$ cat config.mk
export PLATFORM = sky130hd
export DESIGN_NAME = sd_req_arbiter
export DESIGN_NICKNAME = d
export VERILOG_FILES = /design/src/rtl/sd_arb_pkg.sv /design/src/rtl/sd_req_arbiter_rr_pick.sv /design/src/rtl/sd_req_arbiter.sv
export SDC_FILE = /design/constraint.sdc
export NUM_CORES = 1
export LEC_CHECK = 0
export CORE_AREA = 3 3 130 195
export DETAILED_ROUTE_END_ITERATION = 8
export DIE_AREA = 0 0 133 198
export PLACE_DENSITY = 0.79
export SYNTH_ARGS = -nofsm -noshare
export SYNTH_HDL_FRONTEND = slang
export SYNTH_SLANG_ARGS = --single-unit
$ cat constraint.sdc
create_clock -name clk_sys -period 9.5 [get_ports clk_sys]
set_input_delay 0.95 -clock clk_sys [delete_from_list [all_inputs] [get_ports clk_sys]]
set_output_delay 0.95 -clock clk_sys [all_outputs]
set_load 0.02 [all_outputs]
$ cat src/rtl/sd_arb_pkg.sv
// Shared types for the SD block-request sequencer.
// Latency: n/a (types and constant helpers only).
// Backpressure: n/a.
package sd_arb_pkg;

    typedef enum logic [1:0] {
        IDLE,
        REQ,
        XFER
    } st_t;

    typedef enum logic {
        OP_RD,
        OP_WR
    } op_t;

    // Width of a device index; a single-device build still carries one bit.
    function automatic int idx_width(input int n);
        return (n > 1) ? $clog2(n) : 1;
    endfunction

endpackage

$ cat src/rtl/sd_req_arbiter_rr_pick.sv
// Rotating priority encoder: first set request at or after the pointer (RR) or from index 0.
// Latency: purely combinational.
// Backpressure: none; the caller decides when to act on the pick.
// Ports: req_i request vector, ptr_i search start, rr_i rotate enable,
//        idx_o winning index, vld_o any request present.
module rr_pick #(
    parameter int N  = 3,
    parameter int IW = 2
) (
    input  logic [N-1:0]  req_i,
    input  logic [IW-1:0] ptr_i,
    input  logic          rr_i,
    output logic [IW-1:0] idx_o,
    output logic          vld_o
);

    always_comb begin
        int            j;
        logic [IW-1:0] jw;
        idx_o = '0;
        vld_o = 1'b0;
        j     = 0;
        jw    = '0;
        for (int i = 0; i < N; i++) begin
            j = (rr_i ? int'(ptr_i) : 0) + i;
            if (j >= N) j = j - N;
            jw = IW'(j);
            if (!vld_o && req_i[jw]) begin
                vld_o = 1'b1;
                idx_o = jw;
            end
        end
    end

endmodule

$ cat src/rtl/sd_req_arbiter.sv
// Latches per-device SD read/write pulses and runs one rd/wr -> ack-rise -> ack-fall sequence at a time.
// Latency: pulse at t -> sd_rd/sd_wr at t+2; ack fall at f -> done at f+1, cpu_wait low at f+2.
// Backpressure: requests queue as pending flags (one rd + one wr per device); cpu_wait holds the CPU meanwhile.
// Ports: clk_sys/reset_n/soft_reset; req_rd/req_wr/req_lba per-device pulses; mounted image-present;
//        sd_ack from hps_io; sd_rd/sd_wr/sd_lba to hps_io; cpu_wait, busy, done, err status.
module sd_req_arbiter
    import sd_arb_pkg::*;
#(
    parameter int NUM_DEV = 3,
    parameter int LBA_W   = 32,
    parameter int TMO_W   = 24,
    parameter int RR      = 1
) (
    input  logic                            clk_sys,
    input  logic                            reset_n,
    input  logic                            soft_reset,
    input  logic [NUM_DEV-1:0]              req_rd,
    input  logic [NUM_DEV-1:0]              req_wr,
    input  logic [NUM_DEV-1:0][LBA_W-1:0]   req_lba,
    input  logic [NUM_DEV-1:0]              mounted,
    input  logic [NUM_DEV-1:0]              sd_ack,
    output logic [NUM_DEV-1:0]              sd_rd,
    output logic [NUM_DEV-1:0]              sd_wr,
    output logic [NUM_DEV-1:0][LBA_W-1:0]   sd_lba,
    output logic                            cpu_wait,
    output logic [NUM_DEV-1:0]              busy,
    output logic [NUM_DEV-1:0]              done,
    output logic [NUM_DEV-1:0]              err
);

    localparam int IW = idx_width(NUM_DEV);

    st_t                          st_q;
    op_t                          op_q;
    logic [IW-1:0]                g_q, rr_ptr_q;
    logic [TMO_W-1:0]             tmo_q, tmo_d;
    logic [NUM_DEV-1:0]           pend_rd_q, pend_wr_q, pend_rd_d, pend_wr_d;
    logic [NUM_DEV-1:0]           clr_rd, clr_wr, ack_q;
    logic [NUM_DEV-1:0][LBA_W-1:0] lba_q, lba_d, sd_lba_q;
    logic [NUM_DEV-1:0]           sd_rd_q, sd_wr_q, done_q, err_q;
    logic                         cpu_wait_q;
    logic [IW-1:0]                pick_idx;
    logic                         pick_vld;
    logic                         ack_rise, ack_fall, tmo_hit;

    rr_pick #(.N(NUM_DEV), .IW(IW)) u_pick (
        .req_i (pend_rd_q | pend_wr_q),
        .ptr_i (rr_ptr_q),
        .rr_i  (RR != 0),
        .idx_o (pick_idx),
        .vld_o (pick_vld)
    );

    assign ack_rise = sd_ack[g_q] & ~ack_q[g_q];
    assign ack_fall = ~sd_ack[g_q] & ack_q[g_q];
    assign tmo_d    = tmo_q + TMO_W'(1);
    // Fires in the REQ cycle whose increment lands on all-ones.
    assign tmo_hit  = &tmo_d;

    // Flags retired this cycle: rejected pick in IDLE, or the serviced op leaving REQ.
    always_comb begin
        clr_rd = '0;
        clr_wr = '0;
        case (st_q)
            IDLE: if (pick_vld && !mounted[pick_idx]) begin
                clr_rd[pick_idx] = 1'b1;
                clr_wr[pick_idx] = 1'b1;
            end
            REQ: if (ack_rise || tmo_hit) begin
                if (op_q == OP_WR) clr_wr[g_q] = 1'b1;
                else               clr_rd[g_q] = 1'b1;
            end
            default: ;
        endcase
    end

    // A new pulse in the same cycle as a clear keeps the flag set.
    assign pend_rd_d = (pend_rd_q & ~clr_rd) | req_rd;
    assign pend_wr_d = (pend_wr_q & ~clr_wr) | req_wr;

    always_comb begin
        lba_d = lba_q;
        for (int i = 0; i < NUM_DEV; i++) begin
            if (req_rd[i] || req_wr[i]) lba_d[i] = req_lba[i];
        end
    end

    always_comb begin
        busy = pend_rd_q | pend_wr_q;
        for (int i = 0; i < NUM_DEV; i++) begin
            if (st_q != IDLE && g_q == IW'(i)) busy[i] = 1'b1;
        end
    end

    always_ff @(posedge clk_sys or negedge reset_n) begin
        if (!reset_n) begin
            st_q       <= IDLE;
            op_q       <= OP_RD;
            g_q        <= '0;
            rr_ptr_q   <= '0;
            tmo_q      <= '0;
            pend_rd_q  <= '0;
            pend_wr_q  <= '0;
            lba_q      <= '0;
            ack_q      <= '0;
            sd_lba_q   <= '0;
            sd_rd_q    <= '0;
            sd_wr_q    <= '0;
            done_q     <= '0;
            err_q      <= '0;
            cpu_wait_q <= 1'b0;
        end else begin
            pend_rd_q  <= pend_rd_d;
            pend_wr_q  <= pend_wr_d;
            lba_q      <= lba_d;
            ack_q      <= sd_ack;
            done_q     <= '0;
            err_q      <= '0;
            cpu_wait_q <= (|(pend_rd_q | pend_wr_q)) | (st_q != IDLE);
            case (st_q)
                IDLE: if (pick_vld) begin
                    if (!mounted[pick_idx]) begin
                        err_q[pick_idx] <= 1'b1;
                    end else begin
                        g_q                <= pick_idx;
                        tmo_q              <= '0;
                        st_q               <= REQ;
                        sd_lba_q[pick_idx] <= lba_q[pick_idx];
                        rr_ptr_q           <= (pick_idx == IW'(NUM_DEV - 1)) ? '0 : pick_idx + IW'(1);
                        // Write first; a read still pending gets its own later grant.
                        if (pend_wr_q[pick_idx]) begin
                            sd_wr_q[pick_idx] <= 1'b1;
                            op_q              <= OP_WR;
                        end else begin
                            sd_rd_q[pick_idx] <= 1'b1;
                            op_q              <= OP_RD;
                        end
                    end
                end
                REQ: begin
                    if (ack_rise) begin
                        sd_rd_q <= '0;
                        sd_wr_q <= '0;
                        st_q    <= XFER;
                    end else if (tmo_hit) begin
                        sd_rd_q    <= '0;
                        sd_wr_q    <= '0;
                        err_q[g_q] <= 1'b1;
                        st_q       <= IDLE;
                    end else begin
                        tmo_q <= tmo_d;
                    end
                end
                XFER: if (ack_fall) begin
                    done_q[g_q] <= 1'b1;
                    st_q        <= IDLE;
                end
                default: st_q <= IDLE;
            endcase
            // Cold/warm reset: everything but the round-robin pointer; any in-flight ack is orphaned.
            if (soft_reset) begin
                st_q       <= IDLE;
                op_q       <= OP_RD;
                g_q        <= '0;
                tmo_q      <= '0;
                pend_rd_q  <= '0;
                pend_wr_q  <= '0;
                lba_q      <= '0;
                ack_q      <= '0;
                sd_lba_q   <= '0;
                sd_rd_q    <= '0;
                sd_wr_q    <= '0;
                done_q     <= '0;
                err_q      <= '0;
                cpu_wait_q <= 1'b0;
            end
        end
    end

    assign sd_rd    = sd_rd_q;
    assign sd_wr    = sd_wr_q;
    assign sd_lba   = sd_lba_q;
    assign done     = done_q;
    assign err      = err_q;
    assign cpu_wait = cpu_wait_q;

endmodule

==> metrics.yaml <==
status: "finished clean"
required_ns: 9.85
fmax_ghz: 0.245
fin_crit_sh: 0.429
start_kind: "flop"
post_cts_resize_count: 0
wirelength_mm: 32.3
synth_seq_cells: 245
grt_overflow: 0
grt_max_degree: 138
area_growth_pct: 26.6
critPathBufInv: 1
synth_top_area_frac: 0.517
drv_cap: 0
clk_path_buf_depth: 3
ant_nets: 0
yosysTopAreaCell: "dfrtp_1"
synth_ff_type: "dfrtp_1"
coreArea_um2: 23700
tns_ns: 0
syn_nets: 1389
n_fill_cell: 1993
cp_top_family: "simple AND/OR/NAND/NOR gates"
drcViolationCount: 0
cts_htree_levels: 1
ys_seq_area_frac: 0.517
synthTopCellsByArea: "dfrtp_1 (52%), o21ai_0 (10%), nand2b_1 (7.1%)"
drt_pre_antenna_iters: 5
postCtsHoldBufs: 0
io_pins: 223
mostFrequentLayoutCells: "dfrtp_1 (245), o21ai_0 (239), clkdlybuf4s50_1 (220), nand2_1 (194), nand2b_1 (133)"
syn_avg_cell_area_um2: 9.30
dpl.hpwl_mm: 22.7
num_rows: 69
synthArstFlopShare: 1.00
max_stage_delay_ns: 0.81
netlist_instances: 1274
tightest_slew_ns: 1.11
hold_viol_final: 0
hold_class: "in2async"
yosys_warnings: 0
synth_edf_count: 0
insertion_delay_ns: 0.52
syn_area_um2: 11900
critPathCaptureType: "flop"
critPathKind: "reg2reg"
antenna_found_initial: 4
wl_per_cell_um: 18.2
rsz0062_at_grt: "no"
worstPathCellList: "inv_1 > ha_1 > nor3b_2 > nor2_1 > or4_1 > a31oi_1 > nand2_2 > nand3b_1 > o21ai_0"
finish.net_count: 1552
clkSlewWorstSetupHoldPaths_ns: 0.07
via_per_inst: 5.55
yosysUniqueCellTypes: 59
fin_worst_skew_ns: 0.0195
cts_sinks: 245
grt_pass1_wl_mm: 51.4
layout_commonest_cell: "dfrtp_1"
slew_viol_final: 0
cts_tree: "yes"
pwr_density_cell_nw_per_um2: 219
timing.slew.headroom: 0.259
drive_above_1_share: 0.0531
crit_fanout: 66
gp_congestion: 0.888
cts_buffers: 24
die_height_um: 198
clock-root-buffer: "clkbuf_16"
arrival_ns: 4.42
p_leak_nw: 6.10
die-area_um2: 26300
cp_slowest_cell: "nand2_2"
fin_hold_ws_ns: 0.437
grtUsageTotal: 0.240
post_cts.repair.setup_buffers: 0
drtIter0Drc: 672
fin_crit_ns: 4.07
portBuffers: 222
peakVddDrop_mv: 0.148
setup_viol: 0
die_x_um: 133
grt_pass1_vias: 9679
vias: 9845
start_util: 0.499
## metrics by stage
stage | instances | area, µm² | util | setup WS (ns) | power (mW)
floorplan | 1274 | 11900 | - | 6.48 | 1.89
global placement | 1730 | 14200 | 0.598 | 5.52 | 2.30
detailed placement | 1730 | 14200 | 0.598 | 5.24 | 2.33
CTS | 1770 | 15000 | 0.632 | 5.41 | 3.30
global route | 1774 | 15000 | 0.632 | 5.07 | 3.43
finish | 1774 | 15000 | 0.632 | 5.43 | 3.28
## cells in the mapped netlist, types with 2 or more instances
master     count
nor2_1        31
nor4_1         4
nand4_1        7
nand2_1      195
o2111ai_1      3
o21ai_0      240
or3_1          8
a21o_1         8
or4_4          2
o21ai_1        5
nor3_1        16
o211ai_1      13
a211oi_1      13
nand2b_1     134
nor4_4         2
nor2b_1        6
clkbuf_1      83
mux2i_1       36
xnor2_1        2
a21oi_1       14
a2111oi_1      3
buf_6          3
nand3b_1      72
dfrtp_1      245
o211a_1        3
a31oi_1        6
nor4b_1        2
ha_1           4
or4_1          3
or2_2          7
a221o_1        7
o22ai_1        7
o31a_1         2
buf_2          9
nand3_1       17
inv_1         29
and2_1         5
o2bb2ai_1      2
and3_1         5
and4_1         2
## final timing paths
check,from,end,slack [ns],depth (start not counted)
min,reset_n,tmo_q[2],0.44,1
max reg2reg,rr_ptr_q[0],sd_lba[43],5.43,9
min in group clk_sys,lba_q[17],lba_q[17],0.47,2
max,rr_ptr_q[0],sd_lba[43],5.43,9
min reg2reg,lba_q[17],lba_q[17],0.47,2
max in group asynchronous,reset_n,sd_lba[72],6.73,3
## state kept, by name, summed over array words and instances, names as in the netlist
| name | flops |
|---|---|
| err | 3 |
| op_q | 1 |
| cpu_wait | 1 |
| done | 3 |
| sd_wr | 3 |
| rr_ptr_q | 2 |
| lba_q | 96 |
| st_q | 2 |
| pend_wr_q | 3 |
| sd_rd | 3 |
| g_q | 2 |
| ack_q | 3 |
| sd_lba | 96 |
| tmo_q | 24 |
| pend_rd_q | 3 |
## cells by family (layout without fill, tap and decap cells)
logic type               count (synthesis)  count (layout)  share of synthesized area
AO/OA/AOI/OAI                          336             336                      0.163
XOR/XNOR                                 2               2                    0.00148
adder cells (fa/ha/maj)                  5               5                    0.00507
buffers and inverters                  125             302                     0.0424
flip-flops                             245             245                      0.517
multiplexers                            37              37                     0.0313
other                                    0               4                          0
AND/OR/NAND/NOR                        524             524                      0.240
## final cells by class
| class | instances | area (µm²) | share of cell area |
|---|---|---|---|
| Inverter | 29 | 109 | 0.00725 |
| Clock buffer | 32 | 672 | 0.0448 |
| Tap cell | 319 | 399 | 0.0266 |
| Multi-Input combinational cell | 904 | 5260 | 0.351 |
| Sequential cell | 245 | 6130 | 0.409 |
| Antenna cell | 4 | 10.0 | 0.000667 |
| Timing Repair Buffer | 233 | 2310 | 0.154 |
| Clock inverter | 8 | 118 | 0.00784 |
## power breakdown
| group | internal, mW | switching (mW) | leakage [nW] |
|---|---|---|---|
| combinational | 0.390 | 0.672 | 2.42 |
| sequential | 1.16 | 0.0882 | 3.29 |
| clock | 0.575 | 0.394 | 0.387 |
| total | 2.13 | 1.15 | 6.10 |
## per-layer routing
layer / vias to the layer above / track usage / wire length (µm)
met5: - / 0 / 0
met4: 0 / 0.0924 / 1280
met3: 80 / 0.0318 / 1660
met2: 319 / 0.413 / 16200
met1: 4731 / 0.310 / 13200
li1: 4715 / - / -
No activity file was read; power rests on OpenSTA's default activity.
